**config.mk**
```make
export PLATFORM = sky130hd
export DESIGN_NAME = nop_stage_register
export DESIGN_NICKNAME = d
export VERILOG_FILES = /design/src/rtl/nop_stage_register.sv
export SDC_FILE = /design/constraint.sdc
export NUM_CORES = 1
export LEC_CHECK = 0
export ABC_AREA = 1
export CORE_ASPECT_RATIO = 1.1
export CORE_MARGIN = 3
export CORE_UTILIZATION = 39
export CTS_BUF_LIST = sky130_fd_sc_hd__clkbuf_2
export CTS_CLUSTER_SIZE = 8
export DETAILED_ROUTE_END_ITERATION = 6
export GPL_ROUTABILITY_DRIVEN = 0
export HOLD_SLACK_MARGIN = 0.06
export PLACE_DENSITY = 0.86
export SYNTH_ARGS = -nofsm -noshare
export SYNTH_HDL_FRONTEND = slang
export SYNTH_SLANG_ARGS = --single-unit
```
**constraint.sdc**
```tcl
create_clock -name clk -period 1.35 [get_ports clk]
set_input_delay 0.135 -clock clk [delete_from_list [all_inputs] [get_ports clk]]
set_output_delay 0.135 -clock clk [all_outputs]
set_load 0.1 [all_outputs]
```
**src/rtl/nop_stage_register.sv**
```systemverilog
// Pipeline-stage register between two MIPS stages: forwards instruction/PC,
// holds on stall, injects single NOPs on flush or counted NOP bursts.
module nop_stage_register #(
  parameter int                 WIDTH     = 32,
  parameter int                 PC_WIDTH  = 32,
  parameter logic [WIDTH-1:0]   NOP_VALUE = '0,
  parameter int                 BURST_W   = 3,
  parameter int                 CNT_W     = 16
) (
  input  logic                clk,
  input  logic                reset,
  input  logic [WIDTH-1:0]    instr_in,
  input  logic [PC_WIDTH-1:0] pc_in,
  input  logic                stall,
  input  logic                flush,
  input  logic                burst_req,
  input  logic [BURST_W-1:0]  burst_len,
  output logic [WIDTH-1:0]    instr_out,
  output logic [PC_WIDTH-1:0] pc_out,
  output logic                is_bubble,
  output logic                burst_busy,
  output logic [CNT_W-1:0]    bubble_count
);

  logic [WIDTH-1:0]    instr_q, instr_d;
  logic [PC_WIDTH-1:0] pc_q, pc_d;
  logic                bubble_q, bubble_d;
  logic [BURST_W-1:0]  rem_q, rem_d;
  logic [CNT_W-1:0]    cnt_q, cnt_d;
  logic                insert;

  // Priority: flush > burst in progress > new burst > stall > normal load.
  always_comb begin
    instr_d  = instr_q;
    pc_d     = pc_q;
    bubble_d = bubble_q;
    rem_d    = rem_q;
    insert   = 1'b0;
    if (flush) begin
      insert = 1'b1;
      rem_d  = '0;
    end else if (rem_q != '0) begin
      insert = 1'b1;
      rem_d  = rem_q - BURST_W'(1);
    end else if (burst_req && (burst_len != '0)) begin
      insert = 1'b1;
      rem_d  = burst_len - BURST_W'(1);
    end else if (!stall) begin
      instr_d  = instr_in;
      pc_d     = pc_in;
      bubble_d = 1'b0;
    end
    if (insert) begin
      instr_d  = NOP_VALUE;
      pc_d     = pc_in;
      bubble_d = 1'b1;
    end
  end

  // Bubble statistics saturate rather than wrap so long runs stay meaningful.
  always_comb begin
    cnt_d = cnt_q;
    if (insert && (cnt_q != {CNT_W{1'b1}})) begin
      cnt_d = cnt_q + CNT_W'(1);
    end
  end

  always_ff @(posedge clk) begin
    if (reset) begin
      instr_q  <= NOP_VALUE;
      pc_q     <= '0;
      bubble_q <= 1'b1;
      rem_q    <= '0;
      cnt_q    <= '0;
    end else begin
      instr_q  <= instr_d;
      pc_q     <= pc_d;
      bubble_q <= bubble_d;
      rem_q    <= rem_d;
      cnt_q    <= cnt_d;
    end
  end

  assign instr_out    = instr_q;
  assign pc_out       = pc_q;
  assign is_bubble    = bubble_q;
  assign bubble_count = cnt_q;
  assign burst_busy   = (rem_q != '0);

endmodule

```
==> metrics.md, run 1 <==
| Metric | Value |
|---|---|
| Pin count of the biggest net entering global routing | `44` |
| FF-to-FF setup slack | `-270 ps` |
| GRT overflow | `0` |
| Initial core utilization | `0.409` |
| Yosys warning total | `0` |
| Final net count | `744` |
| RR Endpoint | `instr_out[27]` |
| Most frequent cells in the layout | `buf_12 (89), nand2_1 (81), clkdlybuf4s50_1 (70), nor2_1 (59), a21oi_2 (36)` |
| CP Launch Type | `flop` |
| Reg power frac | `0.408` |
| Post-Synthesis Cells | `477` |
| CTS tree | `built` |
| CP Capture Point | `burst_busy` |
| Slowest stage delay, CP | `400 ps` |
| Initial antenna violation count | `0` |
| Status | `finished with violations` |
| DR vias/cell | `5.47` |
| Total wire length | `16.4 mm` |
| Post-synth top flop | `dfxtp_1` |
| Average size of a mapped cell | `7.36 sq um` |
| Clk_skew | `32.6 ps` |
| H-Tree Depth | `3` |
| Fmax achieved | `0.617 GHz` |
| Slew Viols, Final | `0` |
| Post-Syn Nets | `551` |
| Power Dens Cells | `895 mW/mm^2` |
| Final hold vios | `0` |
| Final cycle utilization of the critical path | `1.20` |
| Post-Syn Area | `0.00351 sq mm` |
| Final Power | `6810 uW` |
| WL per Instance | `20.8 um` |
| Worst vdd ir | `0.000602 V` |
| R2R depth | `10` |
| # setup viols final | `87` |
| Sw Ratio | `0.401` |
| Clock share of power | `0.206` |
| Worst EP required | `1220 ps` |
| Setup CP Type | `flop to primary output` |
| Ratio of cells with drive above 1 in the final layout | `0.536` |
| CP arrival | `1490 ps` |
| Die width | `96.5 um` |
| Failing checks | `setup timing` |
| Clk_lat worst skew | `550 ps` |
| Yosys cell types | `26` |
| Worst rel slew slack | `0.798` |
| FFs w/ async S/R, synth | `0` |
| Die area | `0.0102 sq mm` |
| # diodes | `0` |
| Number of flops mapped to enable cells by yosys | `0` |
| Fillcell total | `369` |
| DRT Pass-1 Iters | `5` |
| Switch Pwr | `2730 uW` |
| Die Span Y | `105 um` |
| Area delta synth->final | `117%` |
| Launch point of the worst reg-to-reg path | `rem_q[2]` |
| Combinational share of power | `0.386` |
| Setup WS post-layout | `-270 ps` |
| Total of max-cap violations | `0` |
| Rows | `35` |
| Pleak | `0.00331 uW` |
| Synthesis-stage register bit count | `84` |
| Worst slack at placement | `-343 ps` |
| Commonest non-fill, non-tap cell in the layout | `buf_12` |
| Number of routed nets with antenna violations | `0` |
| Detailed Route Iter0 Violations | `200` |
| Deepest clock path buffer count | `2` |
| Post-DP HPWL | `8.69 mm` |
| Clock transition at path regs | `270 ps` |
| First-pass GRT wire length | `19.3 mm` |
| Tmin final | `1620 ps` |
| Port-buffer cells | `153` |
| Crit path max fanout | `3` |
| Critical path startpoint | `rem_q[2]` |
| Worst Tran Pin Value | `303 ps` |
| Vias | `4300` |
| TritonCTS buffer count | `9` |
| Internal power | `4080 uW` |
| Multi-input gate area | `0.00232 sq mm` |
| Slowest cell on the critical path | `dfxtp_2` |
| Num ports | `154` |
| HP Class | `input port to flop` |
| Vias in the first global route | `4014` |
| CP Capture Type | `primary output` |
| Core area | `0.00858 sq mm` |
| Register Area | `0.00184 sq mm` |
| GRT Total Usage | `0.239` |
| Setup repair after global routing missed its margin | `yes` |
| DRC Markers | `0` |
| CTS sink cnt | `84` |
| CTS root buffer | `clkbuf_2` |
| Seq/Total Area, Yosys | `0.479` |
| Cell Chain, Critical Path | `inv_2, nand2_4, nor2_4, buf_6, inv_4, buf_12` |
## per-layer routing
layer	vias to the layer above	global-route usage	wire length [um]	part of all wire
met3	67	0.0678	1530	0.093
met2	259	0.426	8530	0.52
met1	2044	0.258	5490	0.34
met4	0	0.101	831	0.051
li1	1930	-	-	-
met5	-	0	0	0
## cell usage after synthesis, types with 3 or more instances
master / n / area share
a21oi_1: 38 / 0.054
inv_1: 29 / 0.031
a21oi_2: 3 / 0.0075
o21ai_1: 9 / 0.013
nand3_1: 15 / 0.021
buf_2: 5 / 0.0071
xnor2_1: 3 / 0.0075
dfxtp_1: 84 / 0.48
buf_4: 3 / 0.0064
nand2_2: 4 / 0.0071
nand4_1: 6 / 0.011
o21ai_0: 28 / 0.040
nand2_1: 119 / 0.13
nor3_1: 32 / 0.046
clkbuf_1: 12 / 0.013
buf_6: 6 / 0.019
nor2_1: 67 / 0.072
## state kept, by name (all words and copies together), names as in the netlist
| register | cells |
|---|---|
| rem_q | 3 |
| instr_out | 32 |
| pc_out | 32 |
| is_bubble | 1 |
| bubble_count | 16 |
## critical path, delay by kind of cell, from the launching register on
| family | cells | cell delay (ps) |
|---|---|---|
| simple gates | 2 | 170 |
| buf+inv | 4 | 370 |
| flops | 1 | 400 |
## through the flow
step | hold WS, ps | setup TNS, ps | instances | utilization | cell area, sq um
6_report | 115 | -12240 | 786 | 0.886 | 7610
5_1_grt | 73.7 | -20290 | 786 | 0.886 | 7610
4_1_cts | 81.4 | -9300 | 768 | 0.763 | 6550
3_5_place_dp | 492 | -22090 | 742 | 0.723 | 6210
3_3_place_gp | 467 | -15530 | 742 | 0.723 | 6210
2_1_floorplan | 276 | -1770 | 477 | - | 3600
## worst min path at each step
stage | from | endpoint | slack [ps] | cells after the start
3_3_place_gp | is_bubble | is_bubble | 470 | 2
4_1_cts | reset | bubble_count[8] | 80 | 4
6_report | pc_in[7] | pc_out[7] | 120 | 3
3_5_place_dp | pc_out[8] | pc_out[8] | 490 | 2
2_1_floorplan | instr_in[29] | instr_out[29] | 280 | 2
5_1_grt | pc_in[6] | pc_out[6] | 70 | 3
## cell type report
type | count | area share
tap | 111 | 0.0183
inverter | 31 | 0.0166
timing repair buffer | 209 | 0.403
sequential | 84 | 0.242
clock buffer | 9 | 0.00592
clock inverter | 7 | 0.00970
multi-input combinational | 335 | 0.305
## power by group through the flow
stage / combinational [uW] / sequential (uW) / clock, uW
floorplan: 422 / 3550 / 0
global placement: 2110 / 2770 / 0
detailed placement: 2150 / 2780 / 0
CTS: 2250 / 2730 / 1380
global route: 2710 / 2790 / 1520
finish: 2630 / 2780 / 1400
## logic make-up (layout without fill, tap and decap cells)
kind of cell,count (synthesis),count (layout),synth area share
flops,84,84,0.479
xor+xnor,5,5,0.0125
fa+ha+maj,2,2,0.00713
simple gates,249,250,0.306
compound gates,78,78,0.114
buf+inv,59,256,0.0809
## what timing repair did
action | CTS | global route
buffers inserted | 7 | 14
endpoints found under the hold margin | 0 | 3
pin swaps | 3 | 63
gates resized for setup | 29 | 274
hold buffers | 0 | 1
cloned | 3 | 6
endpoints found under the setup margin | 63 | 131
(Power assumes the default switching activity.)
==> inputs of run 2 (changes only) <==
CORE_MARGIN = unset   (was 3)
==> metrics.md, run 2 (synthesis gave the netlist of run 1 again) <==
| Metric | Value |
|---|---|
| # diodes | `0 (unchanged)` |
| WL per Instance | `14.8 um (-29%)` |
| Rows | `35 (unchanged)` |
| Deepest clock path buffer count | `2 (unchanged)` |
| Pin count of the biggest net entering global routing | `38 (-14%)` |
| Initial core utilization | `0.411 (+0.00210)` |
| CTS sink cnt | `84 (unchanged)` |
| Status | `finished with violations` |
| Number of routed nets with antenna violations | `0 (unchanged)` |
| Worst slack at placement | `-284 ps (+58.9 ps)` |
| Slowest cell on the critical path | `dfxtp_2` |
| H-Tree Depth | `3 (unchanged)` |
| GR Layer Usage met3 | `0.0450 (-0.0228)` |
| CTS tree | `built` |
| Worst vdd ir | `0.000863 V (+43%)` |
| Final Power | `6320 uW (-7.3%)` |
| CP Capture Type | `primary output` |
| Num ports | `154 (unchanged)` |
| Placed instance count | `736 (-0.81%)` |
| WP depth | `6 (unchanged)` |
| Launch point of the worst reg-to-reg path | `rem_q[2]` |
| CTS root buffer | `clkbuf_2` |
| Ratio of cells with drive above 1 in the final layout | `0.322 (-0.214)` |
| R2R depth | `12 (+2)` |
| Setup CP Type | `flop to primary output` |
| Hold Path Cell Cnt | `3 (unchanged)` |
| Worst Tran Pin Value | `431 ps (+127 ps)` |
| Area delta synth->final | `87.5%` |
| Top Family by Delay on Critical Path | `flip-flops` |
| Critical path startpoint | `rem_q[2]` |
| Port-buffer cells | `153 (unchanged)` |
| Slew Viols, Final | `0 (unchanged)` |
| Tmin final | `1540 ps (-81.0 ps)` |
| Vias | `3833 (-11%)` |
| Final cycle utilization of the critical path | `1.14 (-0.0600)` |
| Finished Layout Cells | `766 (-2.5%)` |
| First-pass GRT wire length | `17.8 mm (-7.9%)` |
| Total of max-cap violations | `0 (unchanged)` |
| DRT Pass-1 Iters | `4 (-1)` |
| DR vias/cell | `5.00 (-8.5%)` |
| CP Launch Type | `flop` |
| Worst rel slew slack | `0.713 (-0.0847)` |
| M2 GR Usage | `0.452 (+0.0263)` |
| Clk_skew | `39.1 ps (+6.52 ps)` |
| Clk_lat worst skew | `500 ps (-50 ps)` |
| Clock transition at path regs | `240 ps (-30 ps)` |
| Most frequent cells in the layout | `nand2_1 (119), buf_12 (88), clkdlybuf4s50_1 (70), nor2_1 (66), dfxtp_1 (47)` |
| Pleak | `0.00270 uW (-19%)` |
| Initial antenna violation count | `0 (unchanged)` |
| Power Dens Cells | `960 mW/mm^2 (+7.2%)` |
| HP Class | `input port to flop` |
| Top Usage Layer GRT | `met2` |
| Met1 usage | `0.263 (+0.00493)` |
| Post-DP HPWL | `7.94 mm (-8.6%)` |
| Core area | `0.00854 sq mm (-0.51%)` |
| Final hold vios | `0 (unchanged)` |
| Vias in the first global route | `3737 (-6.9%)` |
| Fmax achieved | `0.650 GHz (+5.3%)` |
| Failing checks | `setup timing` |
| Total wire length | `11.3 mm (-31%)` |
| Die Span Y | `101 um (-3.8%)` |
| Buf/Inv on CP | `4 (unchanged)` |
| Cell Chain, Critical Path | `inv_2, nand2_2, nor2_4, buf_6, inv_4, buf_12` |
| TritonCTS buffer count | `9 (unchanged)` |
| GRT overflow | `0 (unchanged)` |
| Final net count | `724 (-2.7%)` |
| Commonest non-fill, non-tap cell in the layout | `nand2_1` |
| Crit path max fanout | `2 (-1)` |
| CP arrival | `1400 ps (-90 ps)` |
| FF-to-FF setup slack | `-180 ps (+90 ps)` |
| Die width | `92.5 um (-4.1%)` |
| Detailed Route Iter0 Violations | `115 (-43%)` |
| Setup repair after global routing missed its margin | `yes` |
| GRT Total Usage | `0.239 (about the same)` |
| Hold path startpoint | `pc_in[0]` |
| # setup viols final | `84 (-3.4%)` |
| Worst EP required | `1220 ps (about the same)` |
| Setup WS post-layout | `-189 ps (+81.0 ps)` |
| DRC Markers | `0 (unchanged)` |
| Die area | `0.00938 sq mm (-7.8%)` |
| Slowest stage delay, CP | `390 ps (about the same)` |
-- run 2: path summary, 6_finish.rpt --
| check | to |
|---|---|
| max | burst_busy |
| min | pc_out[0] |
| max reg2reg | rem_q[2] |
| min reg2reg | pc_out[22] |
-- run 2: what timing repair did --
item,CTS,global route
pin swaps,6,4
gates resized for setup,35,27
buffers inserted,11,1
setup endpoints to repair,80,105
hold endpoints to repair,6,0
hold buffers,1,0
gates cloned,3,0
-- run 2: metal layers --
metal / share of wire / vias up / routed length [um]
met5: 0 / - / 0
met4: 0.018 / 0 / 199
met3: 0.066 / 22 / 744
met2: 0.53 / 154 / 6020
met1: 0.38 / 1775 / 4330
li1: - / 1882 / -
-- run 2: layout make-up --
cell class / count / area [sq um]
Tap cell: 111 / 139
Multi-Input combinational cell: 334 / 1680
Fill cell: 557 / 1960
Sequential cell: 84 / 1770
Clock buffer: 10 / 50.0
Timing Repair Buffer: 190 / 2760
Clock inverter: 6 / 61.3
Inverter: 31 / 121
-- run 2: worst min-delay path, delay by kind of cell --
family	cells	cell delay, ps
simple gates	1	60
buf+inv	1	390
compound gates	1	60
-- run 2: power by group --
part           leakage, uW  switching [uW]  internal, uW  total (uW)
combinational      0.00191            1360           919        2270
sequential        0.000708             147          2590        2740
clock            0.0000741             861           438        1300
total              0.00270            2360          3950        6320
-- run 2: per-stage QoR --
| stage | hold WS, ps | instance area (sq um) | util | TNS (ps) |
|---|---|---|---|---|
| 2_1_floorplan | 276 | 3600 | - | -1770 |
| 3_3_place_gp | 451 | 6150 | 0.720 | -16280 |
| 3_5_place_dp | 461 | 6150 | 0.720 | -18950 |
| 4_1_cts | 96.5 | 6540 | 0.766 | -12550 |
| 5_1_grt | 101 | 6580 | 0.771 | -15700 |
| 6_report | 136 | 6580 | 0.771 | -7800 |
==> inputs of run 3 (changes only) <==
CAP_MARGIN = 40   (was unset)
CORE_UTILIZATION = 38   (was 39)
CTS_BUF_LIST = sky130_fd_sc_hd__clkbuf_16   (was sky130_fd_sc_hd__clkbuf_2)
PLACE_DENSITY = 0.84   (was 0.86)
==> metrics.md, run 3 (synthesis gave the netlist of run 1 again) <==
| Metric | Value |
|---|---|
| CTS tree | `built` |
| Die Span Y | `103 um (+1.3%)` |
| Status | `finished with violations` |
| Clk_lat worst skew | `320 ps (-180 ps)` |
| Worst EP required | `1550 ps (+330 ps)` |
| Worst vdd ir | `0.000871 V (+0.90%)` |
| R2R depth | `10 (-2)` |
| Final Cell Area | `0.00698 sq mm (+6.1%)` |
| Ratio of cells with drive above 1 in the final layout | `0.360 (+0.0374)` |
| DRT Pass-1 Iters | `5 (+1)` |
| Final hold vios | `0 (unchanged)` |
| Setup CP Type | `flop to flop` |
| CTS root buffer | `clkbuf_16` |
| Pin count of the biggest net entering global routing | `34 (-11%)` |
| CP arrival | `1670 ps (+270 ps)` |
| Deepest clock path buffer count | `2 (unchanged)` |
| Post-Place Cell Area | `0.00620 sq mm (+0.79%)` |
| Tmin final | `1470 ps (-67.2 ps)` |
| Post-CTS Hold Buffers | `0 (-1)` |
| Total wire length | `12.4 mm (+9.5%)` |
| Critical path startpoint | `bubble_count[10]` |
| GRT overflow | `0 (unchanged)` |
| Area delta synth->final | `99.0%` |
| Setup TNS | `-3550 ps (+4260 ps)` |
| Vias in the first global route | `3746 (+0.24%)` |
| Top Layer Used | `met4` |
| Most frequent cells in the layout | `nand2_1 (108), buf_12 (88), clkdlybuf4s50_1 (70), dfxtp_1 (67), nor2_1 (56)` |
| WL per Instance | `16.0 um (+8.1%)` |
| CP Capture Type | `flop` |
| Rows | `36 (+2.9%)` |
| Final net count | `732 (+1.1%)` |
| Finished Core Util | `0.783 (+0.0126)` |
| Die width | `93.6 um (+1.3%)` |
| Commonest non-fill, non-tap cell in the layout | `nand2_1` |
| GRT Total Usage | `0.235 (-0.00381)` |
| Port-buffer cells | `153 (unchanged)` |
| Launch point of the worst reg-to-reg path | `bubble_count[10]` |
| Final cycle utilization of the critical path | `1.09 (-0.0498)` |
| Clock transition at path regs | `60 ps (-180 ps)` |
| Metal2 WL | `6.46 mm (+7.2%)` |
| FF-to-FF setup slack | `-120 ps (+60 ps)` |
| Vias | `3992 (+4.1%)` |
| Worst Tran Pin Value | `457 ps (+26.6 ps)` |
| Number of routed nets with antenna violations | `0 (unchanged)` |
| Failing checks | `setup timing` |
| Worst slack at placement | `-318 ps (-33.6 ps)` |
| Total of max-cap violations | `0 (unchanged)` |
| Setup WS post-layout | `-122 ps (+67.2 ps)` |
| TritonCTS buffer count | `9 (unchanged)` |
| Post-DP HPWL | `8.09 mm (+1.9%)` |
| First-pass GRT wire length | `17.8 mm (+0.15%)` |
| Crit path max fanout | `6 (+4)` |
| Setup repair after global routing missed its margin | `yes` |
| Met3 Wirelength | `942 um (+27%)` |
| Num ports | `154 (unchanged)` |
| CP Launch Type | `flop` |
| HP Class | `input port to flop` |
| Fmax achieved | `0.679 GHz (+4.6%)` |
| Initial core utilization | `0.394 (-0.0175)` |
| Placed instance count | `745 (+1.2%)` |
| Power Dens Cells | `1050 mW/mm^2 (+9.5%)` |
| Core area | `0.00892 sq mm (+4.4%)` |
| H-Tree Depth | `3 (unchanged)` |
| Pleak | `0.00291 uW (+7.9%)` |
| DRC Markers | `0 (unchanged)` |
| CP Capture Point | `bubble_count[8]` |
| Clk_skew | `8.32 ps (-30.8 ps)` |
| RR Endpoint | `bubble_count[8]` |
| Fillcell total | `527 (-5.4%)` |
| Slew Viols, Final | `0 (unchanged)` |
| WL met1 | `4.68 mm (+7.9%)` |
| Die area | `0.00962 sq mm (+2.6%)` |
| Detailed Route Iter0 Violations | `159 (+38%)` |
| # setup viols final | `79 (-6.0%)` |
| CTS sink cnt | `84 (unchanged)` |
| Worst rel slew slack | `0.695 (-0.0178)` |
| # diodes | `0 (unchanged)` |
| DR vias/cell | `5.14 (+2.8%)` |
| Initial antenna violation count | `0 (unchanged)` |
| Finished Layout Cells | `776 (+1.3%)` |
run 3: worst min path at each step:
stage                 endpoint  cells after the start         start  slack (ps)
6_report       bubble_count[7]                      2         reset         260
5_1_grt        bubble_count[7]                      2         reset         260
4_1_cts        bubble_count[7]                      2         reset         220
3_5_place_dp         is_bubble                      2     is_bubble         480
3_3_place_gp         is_bubble                      2     is_bubble         470
2_1_floorplan    instr_out[29]                      2  instr_in[29]         280
run 3: timing repair:
action	4_1_cts	5_1_grt
resized for setup	58	58
setup buffers	4	9
endpoints found under the hold margin	0	0
pin swaps	4	20
gates cloned	2	2
endpoints found under the setup margin	65	84
run 3: cell type report:
type | count | area, sq um | area share
Inverter | 31 | 126 | 0.0181
Tap cell | 114 | 143 | 0.0204
Clock buffer | 10 | 250 | 0.0358
Sequential cell | 84 | 1740 | 0.250
Timing Repair Buffer | 198 | 2860 | 0.409
Multi-Input combinational cell | 334 | 1840 | 0.263
Clock inverter | 5 | 27.5 | 0.00394
run 3: critical path, cell delays in order, from the launching register on:
cell and delay [ps]:
dfxtp_4 370, nand2_1 70, inv_1 60, nand2_1 100, nor2_2 200, nand2_4 90
buf_4 160, nand3_1 80, nand2_1 50, nand2_1 90, nor2_1 70
run 3: power by group:
part	total (uW)	internal, uW	switching [uW]
sequential	2730	2580	144
combinational	2350	944	1410
clock	2260	1330	928
run 3: per-layer routing:
metal | track usage | up-vias
met5 | 0 | -
met4 | 0.0864 | 0
met3 | 0.0597 | 33
met2 | 0.425 | 194
met1 | 0.269 | 1863
li1 | - | 1902
run 3: per-stage QoR:
step           hold WS, ps  power, uW
3_3_place_gp           467       4860
5_1_grt                262       7600
3_5_place_dp           480       4910
4_1_cts                215       7260
2_1_floorplan          276       3980
6_report               256       7340
